## src/rtl/wb_bus_pkg.sv

```systemverilog
// Shared definitions for the shared-bus Wishbone controller family.
// Holds master count, grant width, default watchdog limit and FSM encoding.
package wb_bus_pkg;

    localparam int unsigned NumMasters = 4;
    localparam int unsigned GntW       = 2;
    localparam int unsigned DefTimeout = 16;

    typedef enum logic [1:0] {
        StIdle  = 2'd0,
        StOwn   = 2'd1,
        StAbort = 2'd2
    } bus_state_e;

endpackage

```

## src/rtl/wb_rr_pick.sv

```systemverilog
// Combinational round-robin picker: searches from last+1 upward, wrapping,
// and returns the first requesting master.
module wb_rr_pick
    import wb_bus_pkg::*;
(
    input  logic [NumMasters-1:0] req_i,
    input  logic [GntW-1:0]       last_i,
    output logic [GntW-1:0]       win_o,
    output logic                  valid_o
);

    logic [GntW-1:0] idx;

    // Walk the offsets from farthest to nearest so the nearest requester wins.
    always_comb begin
        win_o   = last_i;
        valid_o = 1'b0;
        idx     = last_i;
        for (int i = NumMasters; i >= 1; i--) begin
            idx = last_i + GntW'(i);
            if (req_i[idx]) begin
                win_o   = idx;
                valid_o = 1'b1;
            end
        end
    end

endmodule

```

## src/rtl/wb_shared_bus_ctl.sv

```systemverilog
// Four-master shared-bus Wishbone controller: locked round-robin ownership,
// strobe gating, termination routing and a stall watchdog that aborts with ERR.
module wb_shared_bus_ctl
    import wb_bus_pkg::*;
#(
    parameter int unsigned TIMEOUT = DefTimeout,
    parameter int unsigned TW      = 8
) (
    input  logic                  CLK,
    input  logic                  RST_N,
    input  logic [NumMasters-1:0] CYC_I,
    input  logic [NumMasters-1:0] STB_I,
    input  logic                  ACK_S,
    input  logic                  ERR_S,
    input  logic                  RTY_S,
    output logic                  CYC_O,
    output logic                  STB_O,
    output logic [GntW-1:0]       GNT,
    output logic [NumMasters-1:0] GNT_V,
    output logic [NumMasters-1:0] ACK_O,
    output logic [NumMasters-1:0] ERR_O,
    output logic [NumMasters-1:0] RTY_O,
    output logic                  BUSY,
    output logic                  TOUT
);

    bus_state_e            state_q;
    logic [GntW-1:0]       gnt_q;
    logic [NumMasters-1:0] gnt_v_q;
    logic [GntW-1:0]       last_q;
    logic [TW-1:0]         wd_q;
    logic                  tout_q;

    logic [GntW-1:0] pick_win;
    logic            pick_valid;
    logic            cyc_own;
    logic            stb_own;
    logic            term;
    logic            stall;

    wb_rr_pick u_pick (
        .req_i   (CYC_I),
        .last_i  (last_q),
        .win_o   (pick_win),
        .valid_o (pick_valid)
    );

    assign cyc_own = CYC_I[gnt_q];
    assign stb_own = STB_I[gnt_q];
    assign term    = ACK_S | ERR_S | RTY_S;
    assign stall   = (state_q == StOwn) & stb_own & ~term;

    always_ff @(posedge CLK or negedge RST_N) begin
        if (!RST_N) begin
            state_q <= StIdle;
            gnt_q   <= '0;
            gnt_v_q <= '0;
            last_q  <= GntW'(NumMasters - 1);
            wd_q    <= '0;
            tout_q  <= 1'b0;
        end else begin
            tout_q <= 1'b0;
            unique case (state_q)
                StIdle: begin
                    gnt_v_q <= '0;
                    wd_q    <= '0;
                    if (pick_valid) begin
                        gnt_q   <= pick_win;
                        gnt_v_q <= NumMasters'(1) << pick_win;
                        state_q <= StOwn;
                    end
                end
                StOwn: begin
                    // Abort wins over a same-cycle release.
                    if (stall && (wd_q == TW'(TIMEOUT - 1))) begin
                        state_q <= StAbort;
                        tout_q  <= 1'b1;
                        wd_q    <= '0;
                    end else if (!cyc_own) begin
                        state_q <= StIdle;
                        last_q  <= gnt_q;
                        gnt_v_q <= '0;
                        wd_q    <= '0;
                    end else if (stall) begin
                        wd_q <= wd_q + 1'b1;
                    end else begin
                        wd_q <= '0;
                    end
                end
                StAbort: begin
                    if (!cyc_own) begin
                        state_q <= StIdle;
                        last_q  <= gnt_q;
                        gnt_v_q <= '0;
                    end
                end
                default: state_q <= StIdle;
            endcase
        end
    end

    // Slave responses reach only the owner, and only while its strobe is up.
    always_comb begin
        CYC_O = 1'b0;
        STB_O = 1'b0;
        ACK_O = '0;
        ERR_O = '0;
        RTY_O = '0;
        if (state_q == StOwn) begin
            CYC_O = cyc_own;
            STB_O = stb_own;
            if (stb_own) begin
                ACK_O[gnt_q] = ACK_S;
                ERR_O[gnt_q] = ERR_S;
                RTY_O[gnt_q] = RTY_S;
            end
        end else if (state_q == StAbort) begin
            CYC_O        = cyc_own;
            ERR_O[gnt_q] = tout_q;
        end
    end

    assign GNT   = gnt_q;
    assign GNT_V = gnt_v_q;
    assign BUSY  = (state_q != StIdle);
    assign TOUT  = tout_q;

endmodule

```

## config.mk

```make
export PLATFORM = sky130hd
export DESIGN_NAME = wb_shared_bus_ctl
export DESIGN_NICKNAME = d
export VERILOG_FILES = /design/src/rtl/wb_bus_pkg.sv /design/src/rtl/wb_rr_pick.sv /design/src/rtl/wb_shared_bus_ctl.sv
export SDC_FILE = /design/constraint.sdc
export NUM_CORES = 1
export LEC_CHECK = 0
export CAP_MARGIN = 20
export CORE_ASPECT_RATIO = 1.5
export CORE_MARGIN = 4
export CORE_UTILIZATION = 45
export DETAILED_ROUTE_END_ITERATION = 12
export DONT_BUFFER_PORTS = 1
export MAX_ROUTING_LAYER = met4
export PLACE_DENSITY_LB_ADDON = 0.08
export SYNTH_ARGS = -nofsm -noshare
export SYNTH_HDL_FRONTEND = slang
export SYNTH_SLANG_ARGS = --single-unit
export TNS_END_PERCENT = 50
```

## constraint.sdc

```tcl
create_clock -name CLK -period 2.18 [get_ports CLK]
set_input_delay 0.327 -clock CLK [delete_from_list [all_inputs] [get_ports CLK]]
set_output_delay 0.327 -clock CLK [all_outputs]
set_load 0.05 [all_outputs]
```

==> results of run 1 <==
## sequential cells by signal, summed over array words and instances, names as in the netlist
register / count
last_q: 2
wd_q: 8
TOUT: 1
GNT_V: 4
GNT: 2
state_q: 2
## worst register-to-register path, delay by kind of cell (launching register included)
family	cells	cell delay, ns
mux	2	0.96
flops	1	0.47
simple gates	1	0.18
compound gates	1	0.26
## repair_timing
action	in CTS	in global routing
hold endpoints to repair	19	0
hold buffers	1	0
buffers inserted	0	0
resized for setup	0	4
setup endpoints to repair	0	4
## final cells by class
| type | instances | area, µm² | share of cell area [%] |
|---|---|---|---|
| multi-input combinational | 110 | 743 | 49.3 |
| sequential | 19 | 480 | 31.9 |
| timing repair buffer | 21 | 168 | 11.1 |
| tap | 37 | 46.3 | 3.07 |
| clock buffer | 3 | 41.3 | 2.74 |
| inverter | 6 | 22.5 | 1.50 |
| clock inverter | 1 | 5.00 | 0.332 |
## layout by cell type (no fill, tap or decap), types with 2 or more instances in the layout
master and n:
dfrtp_2 2, nand2_1 14, o31ai_1 2, buf_6 2, dfrtp_1 15, buf_4 18
nor3_1 3, dfstp_2 2, o2bb2ai_1 2, o31a_1 2, a22o_2 3, a22o_1 3
clkbuf_8 3, nor3b_2 2, a21o_1 3, mux2_2 5, mux2i_1 2, ha_1 5
nor2_1 16, nand3_1 6, inv_1 6, nand2b_1 4, a31oi_1 6, o21ai_0 7
or3_1 2, a21oi_1 4
## synth_stat cells
cell type	n
buf_2	1
and2_1	1
and3b_1	1
a31oi_1	6
or3_1	2
and2_2	1
xnor2_1	1
a2bb2oi_1	1
and2b_2	1
clkbuf_1	2
o21ai_0	7
a21oi_1	4
a22oi_1	1
nor2_1	17
mux2_2	5
nor4_1	1
a22o_2	2
nor3b_1	3
o21a_1	1
nand4_1	1
mux2i_1	2
dfrtp_1	17
nand3_1	6
inv_1	6
nand2b_1	4
o22ai_1	1
mux4_2	1
nor2b_1	1
ha_1	5
nor3_1	4
and3_1	1
o2bb2ai_1	2
a21o_1	3
nand2_1	14
o211ai_1	1
o31a_1	2
a22o_1	4
xor2_1	1
buf_6	2
dfstp_2	2
o31ai_1	2
## cells by family after synthesis
group | synth area share (%)
AO/OA/AOI/OAI | 20.5
buffers and inverters | 4.59
XOR/XNOR | 1.40
flip-flops | 38.1
adder cells (fa/ha/maj) | 4.99
multiplexers | 7.88
AND/OR/NAND/NOR | 22.5
## how the worst max path moves through the flow
stage	startpoint	endpoint	depth (start not counted)
final	state_q[0]	ERR_O[2]	6
after global routing	state_q[1]	ERR_O[2]	7
after CTS	state_q[0]	ERR_O[2]	6
after detailed placement	GNT[0]	last_q[1]	4
after global placement	wd_q[5]	state_q[0]	6
after floorplan	GNT[0]	state_q[1]	6
## power by group
part	internal [mW]	leakage [nW]	switching (mW)
combinational	0.384	0.425	0.639
sequential	0.446	0.248	0.219
clock	0.127	0.0255	0.116
total	0.957	0.698	0.973
## per-layer routing
layer,up-vias,GRT usage [%],part of all wire (%)
li1,547,-,-
met1,529,18.9,39
met2,22,32.7,54
met3,5,3.07,5.0
met4,0,8.38,1.8
met5,-,-,0
==> reports/results.tsv, run 1 <==
stage	metric	value	unit
yosys	yosysUniqueCellTypes	41	
layout	final_area	1510	µm²
timing	max_clock_freq	500	MHz
timing	fin_ws	0.181	ns
yosys	syn_inst	140	
global_routing	grt_first_pass_wirelength	5.06	mm
yosys	synth.net_count	158	
detailed_routing	drtIter0Drc	26	
die	die_w	51.1	µm
timing	whs	0.325	ns
clocking	clkSinkCount	19	
global_routing	grt_max_degree	20	
place	io_buffers	0	
global_routing	gr-total-overflow	0	
setup_path	cp.arrival	1.67	ns
layout	area_delta_synth_final	20.0	%
detailed_routing	wl_per_cell	14.7	µm
clocking	cts_tree	built	
die	coreArea	2680	µm²
die	die_h	72.7	µm
power_and_ir_drop	p_per_area	1280	nW/µm²
layout	drive_gt1_share	26.9	%
setup_path	cp_num_buf_inv	2	
clocking	clk_path_buf_depth	2	
yosys	synth_top_area_share	33.9	%
setup_path	cp-end-kind	primary output	
die	io-pin-count	35	
yosys	synth.yosys.seq_area_share	38.1	%
detailed_routing	avgViaCountPerCell	5.60	
job	timing.max_cap.violations	0	
yosys	ys_ff_latch	19	
setup_path	cpMaxStageDelayCell	dfrtp_1	
yosys	netlist_area	1250	µm²
global_routing	grt_pass1_vias	1152	
power_and_ir_drop	vdd_drop_max	554	µV
layout	antenna_cells	0	
detailed_routing	routed_wl	2.89	mm
clocking	clock_latency	0.26	ns
place	placed_area	1440	µm²
yosys	synthTopCellsByArea	dfrtp_1 (34%), nor2_1 (5.1%), ha_1 (5.0%)	
timing	grt_setup_unrepaired	false	
layout	num-fill-cells	263	
global_routing	grt_use_total	18.2	%
setup_path	reg2reg_to	last_q[1]	
detailed_routing	drc	0	
global_routing	antenna_found_initial	0	
clocking	htreeDepth	1	
die	fp-row-count	23	
yosys	syn_area_per_cell	8.96	µm²
clocking	ctsRootBufferMaster	clkbuf_8	
setup_path	critical_path_required	1.85	ns
setup_path	critical_path.max_stage_delay	0.43	ns
detailed_routing	ant_nets	0	
place	finalWeightedCongestion	0.780	
layout	nets	179	
timing	fin_skew	0.00654	ns
min_path	min-delay-start	CYC_I[3]	
place	place_hpwl	2.35	mm
timing	max-slew-margin-rel	44.7	%
setup_path	crit_chain	ha_1, buf_4, nor2_4, a31oi_1, nor3b_2, buf_6	
timing	setup_tns	0	ns
min_path	hp-class	in -> reg	
setup_path	worstPathMaxFanout	8	
setup_path	crit_family	flip-flops	
timing	setup_viol_count_final	0	
clocking	numCtsBuffers	3	
die	initial_core_util	46.9	%
setup_path	critPathKind	reg -> out	
setup_path	rr_worst_depth	4	
detailed_routing	route.vias.total	1103	
layout	fin_util	56.3	%
setup_path	start_kind	flip-flop	
timing	post-route-period-util	91.7	%
timing	min_period	2.00	ns
run_status	status	finished, final reports clean	
yosys	synth.largest_area_cell	dfrtp_1	
yosys	ys_warn_count	0	
power_and_ir_drop	leakage	0.698	nW
timing	maxSlewViolCount	0	
die	die-area	3720	µm²
setup_path	reg2reg_from	GNT[0]	
place	post-place-cells	192	
setup_path	r2r_setup_slack	0.24	ns
place	dp_worst_setup_slack	0.250	ns
timing	hold_viol_final	0	
detailed_routing	drt_pass1_iterations	4	
timing	tightestPinTransition	0.826	ns
min_path	holdPathStages	2	
clocking	clk_pin_slew	0.07	ns
layout	layout.cells.non_filler	197	
power_and_ir_drop	power.total	1.93	mW
min_path	hold_end	GNT_V[1]	
Power figures use the tool's default switching activity.
==> inputs of run 2 (changes only) <==
--- a/config.mk
+++ b/config.mk
@@ -6,9 +6,11 @@
 export NUM_CORES = 1
 export LEC_CHECK = 0
 export CAP_MARGIN = 20
+export CELL_PAD_IN_SITES_DETAIL_PLACEMENT = 2
+export CELL_PAD_IN_SITES_GLOBAL_PLACEMENT = 2
 export CORE_ASPECT_RATIO = 1.5
 export CORE_MARGIN = 4
-export CORE_UTILIZATION = 45
+export CORE_UTILIZATION = 36
 export DETAILED_ROUTE_END_ITERATION = 12
 export DONT_BUFFER_PORTS = 1
 export MAX_ROUTING_LAYER = met4
==> run 2 against run 1 <==
Against the previous run:
- design area rose by 0.66%
- clock power barely moved
- critical path type unchanged
- setup slack got worse by 0.077 ns
==> reports/results.tsv, run 2 (synthesis gave the netlist of run 1 again) <==
stage	metric	value	unit
run_status	status	finished, final reports clean	
setup_path	rr_worst_depth	5	
die	fp-row-count	26	
die	die_w	56.2	µm
place	post-place-cells	197	
setup_path	reg2reg_from	wd_q[5]	
clocking	numCtsBuffers	3	
setup_path	cp.arrival	1.75	ns
clocking	clk_path_buf_depth	2	
global_routing	gr-total-overflow	0	
global_routing	grt_first_pass_wirelength	6.24	mm
layout	antenna_cells	0	
power_and_ir_drop	power.total	1.96	mW
place	place_hpwl	3.01	mm
die	die_h	80.3	µm
detailed_routing	drc	0	
global_routing	grt_use_total	17.7	%
power_and_ir_drop	leakage	0.703	nW
power_and_ir_drop	switching_share	51.2	%
die	coreArea	3380	µm²
setup_path	crit_family	flip-flops	
layout	final_common_cell	buf_4	
power_and_ir_drop	p_per_area	1290	nW/µm²
min_path	min-delay-start	CYC_I[3]	
layout	final_area	1520	µm²
detailed_routing	wl_met3	186	µm
layout	nets	180	
clocking	htreeDepth	1	
layout	layout.cells.non_filler	203	
min_path	hp-class	in -> reg	
setup_path	cpMaxStageDelayCell	dfrtp_1	
min_path	holdPathStages	2	
layout	drive_gt1_share	27.3	%
setup_path	cp-end-kind	primary output	
clocking	ctsRootBufferMaster	clkbuf_8	
global_routing	antenna_found_initial	0	
layout	area_delta_synth_final	20.8	%
detailed_routing	routed_wl	3.66	mm
timing	min_period	2.08	ns
timing	tightestPinTransition	0.889	ns
layout	num-fill-cells	379	
setup_path	r2r_setup_slack	0.21	ns
job	timing.max_cap.violations	0	
clocking	cts_tree	built	
detailed_routing	avgViaCountPerCell	5.67	
detailed_routing	drtIter0Drc	56	
power_and_ir_drop	power_switching	1.00	mW
detailed_routing	route.vias.total	1151	
timing	setup_viol_count_final	0	
clocking	clock_latency	0.26	ns
clocking	clk_pin_slew	0.07	ns
setup_path	reg2reg_to	GNT_V[2]	
setup_path	crit_chain	ha_1, buf_4, nor2_4, a31oi_1, nor3b_2, buf_6	
detailed_routing	wl_met1	1.39	mm
timing	max_clock_freq	482	MHz
setup_path	critical_path_required	1.85	ns
detailed_routing	wl_per_cell	18.0	µm
power_and_ir_drop	vdd_drop_max	655	µV
timing	post-route-period-util	95.2	%
layout	top_register	wd_q	
timing	maxSlewViolCount	0	
setup_path	critical_path.max_stage_delay	0.44	ns
timing	hold_viol_final	0	
place	placed_area	1440	µm²
place	io_buffers	0	
setup_path	cp_num_buf_inv	2	
min_path	hold_end	GNT_V[1]	
detailed_routing	highest_layer	met4	
power_and_ir_drop	clockPowerShare	12.4	%
die	io-pin-count	35	
setup_path	critPathKind	reg -> out	
global_routing	grt_max_degree	20	
die	die-area	4510	µm²
detailed_routing	ant_nets	0	
timing	fin_ws	0.104	ns
setup_path	start_kind	flip-flop	
power_and_ir_drop	power_frac_comb	55.2	%
layout	mostFrequentLayoutCells	buf_4 (20), nor2_1 (16), dfrtp_1 (15)	
global_routing	grt_pass1_vias	1319	
clocking	clkSinkCount	19	
detailed_routing	drt_pass1_iterations	4	
die	initial_core_util	37.1	%
place	finalWeightedCongestion	0.800	
timing	grt_setup_unrepaired	false	
layout	largest_register_ffs	8	
power_and_ir_drop	p_int	0.957	mW
timing	setup_tns	0	ns
power_and_ir_drop	seqPwrFrac	32.4	%
timing	fin_skew	0.00514	ns
timing	max-slew-margin-rel	40.5	%
detailed_routing	route.met2.wl	2.05	mm
setup_path	worstPathMaxFanout	8	
place	dp_worst_setup_slack	0.200	ns
[run 2: cell types whose count changed in the layout (fill, tap and decap cells not counted)]
cell and change:
buf_4 +2, buf_6 -1
[run 2: area by class of cell]
type / instances / area, µm² / area share [%]
repair buffers: 22 / 171 / 11.3
clock buffers: 3 / 41.3 / 2.72
multi-input cells: 110 / 743 / 49.0
clock inverters: 1 / 5.00 / 0.330
flip-flops and latches: 19 / 480 / 31.7
inverters: 6 / 22.5 / 1.49
well taps: 42 / 52.6 / 3.47
[run 2: timing repair]
item / CTS / global route
hold buffers: 1 / 0
setup endpoints to repair: 2 / 3
hold endpoints to repair: 19 / 0
resized for setup: 2 / 1
buffers inserted: 0 / 1
[run 2: how the worst max path moves through the flow]
stage                     startpoint    endpoint  slack [ns]  depth (start not counted)
after global routing      state_q[1]    ERR_O[2]       0.001                          7
final                     state_q[0]    ERR_O[2]        0.10                          6
after floorplan               GNT[0]  state_q[1]        0.11                          6
after global placement        GNT[0]   last_q[1]        0.26                          4
after detailed placement  state_q[1]    ERR_O[2]        0.20                          7
after CTS                 state_q[1]    ERR_O[2]       0.008                          7
[run 2: power by group through the flow]
stage | clock [mW] | sequential, mW | combinational (mW)
2_1_floorplan | 0 | 0.660 | 0.783
3_3_place_gp | 0 | 0.640 | 1.04
3_5_place_dp | 0 | 0.646 | 1.07
4_1_cts | 0.257 | 0.638 | 1.09
5_1_grt | 0.267 | 0.652 | 1.18
6_report | 0.244 | 0.635 | 1.08
[run 2: per-stage QoR]
stage | hold slack [ns] | util (%)
2_1_floorplan | 0.0314 | -
3_3_place_gp | 0.0320 | 42.6
3_5_place_dp | 0.0320 | 42.6
4_1_cts | 0.331 | 44.5
5_1_grt | 0.343 | 44.8
6_report | 0.326 | 44.8
[run 2: per-layer routing]
layer	GRT usage, %	up-vias
met5	-	-
met4	4.28	0
met3	2.57	5
met2	34.4	28
met1	18.6	572
li1	-	546
[run 2: worst reg2reg max path: cells and delay by family (launching register included)]
family / cells / cell delay, ns
AO/OA/AOI/OAI: 1 / 0.19
flip-flops: 1 / 0.43
AND/OR/NAND/NOR: 4 / 1.23
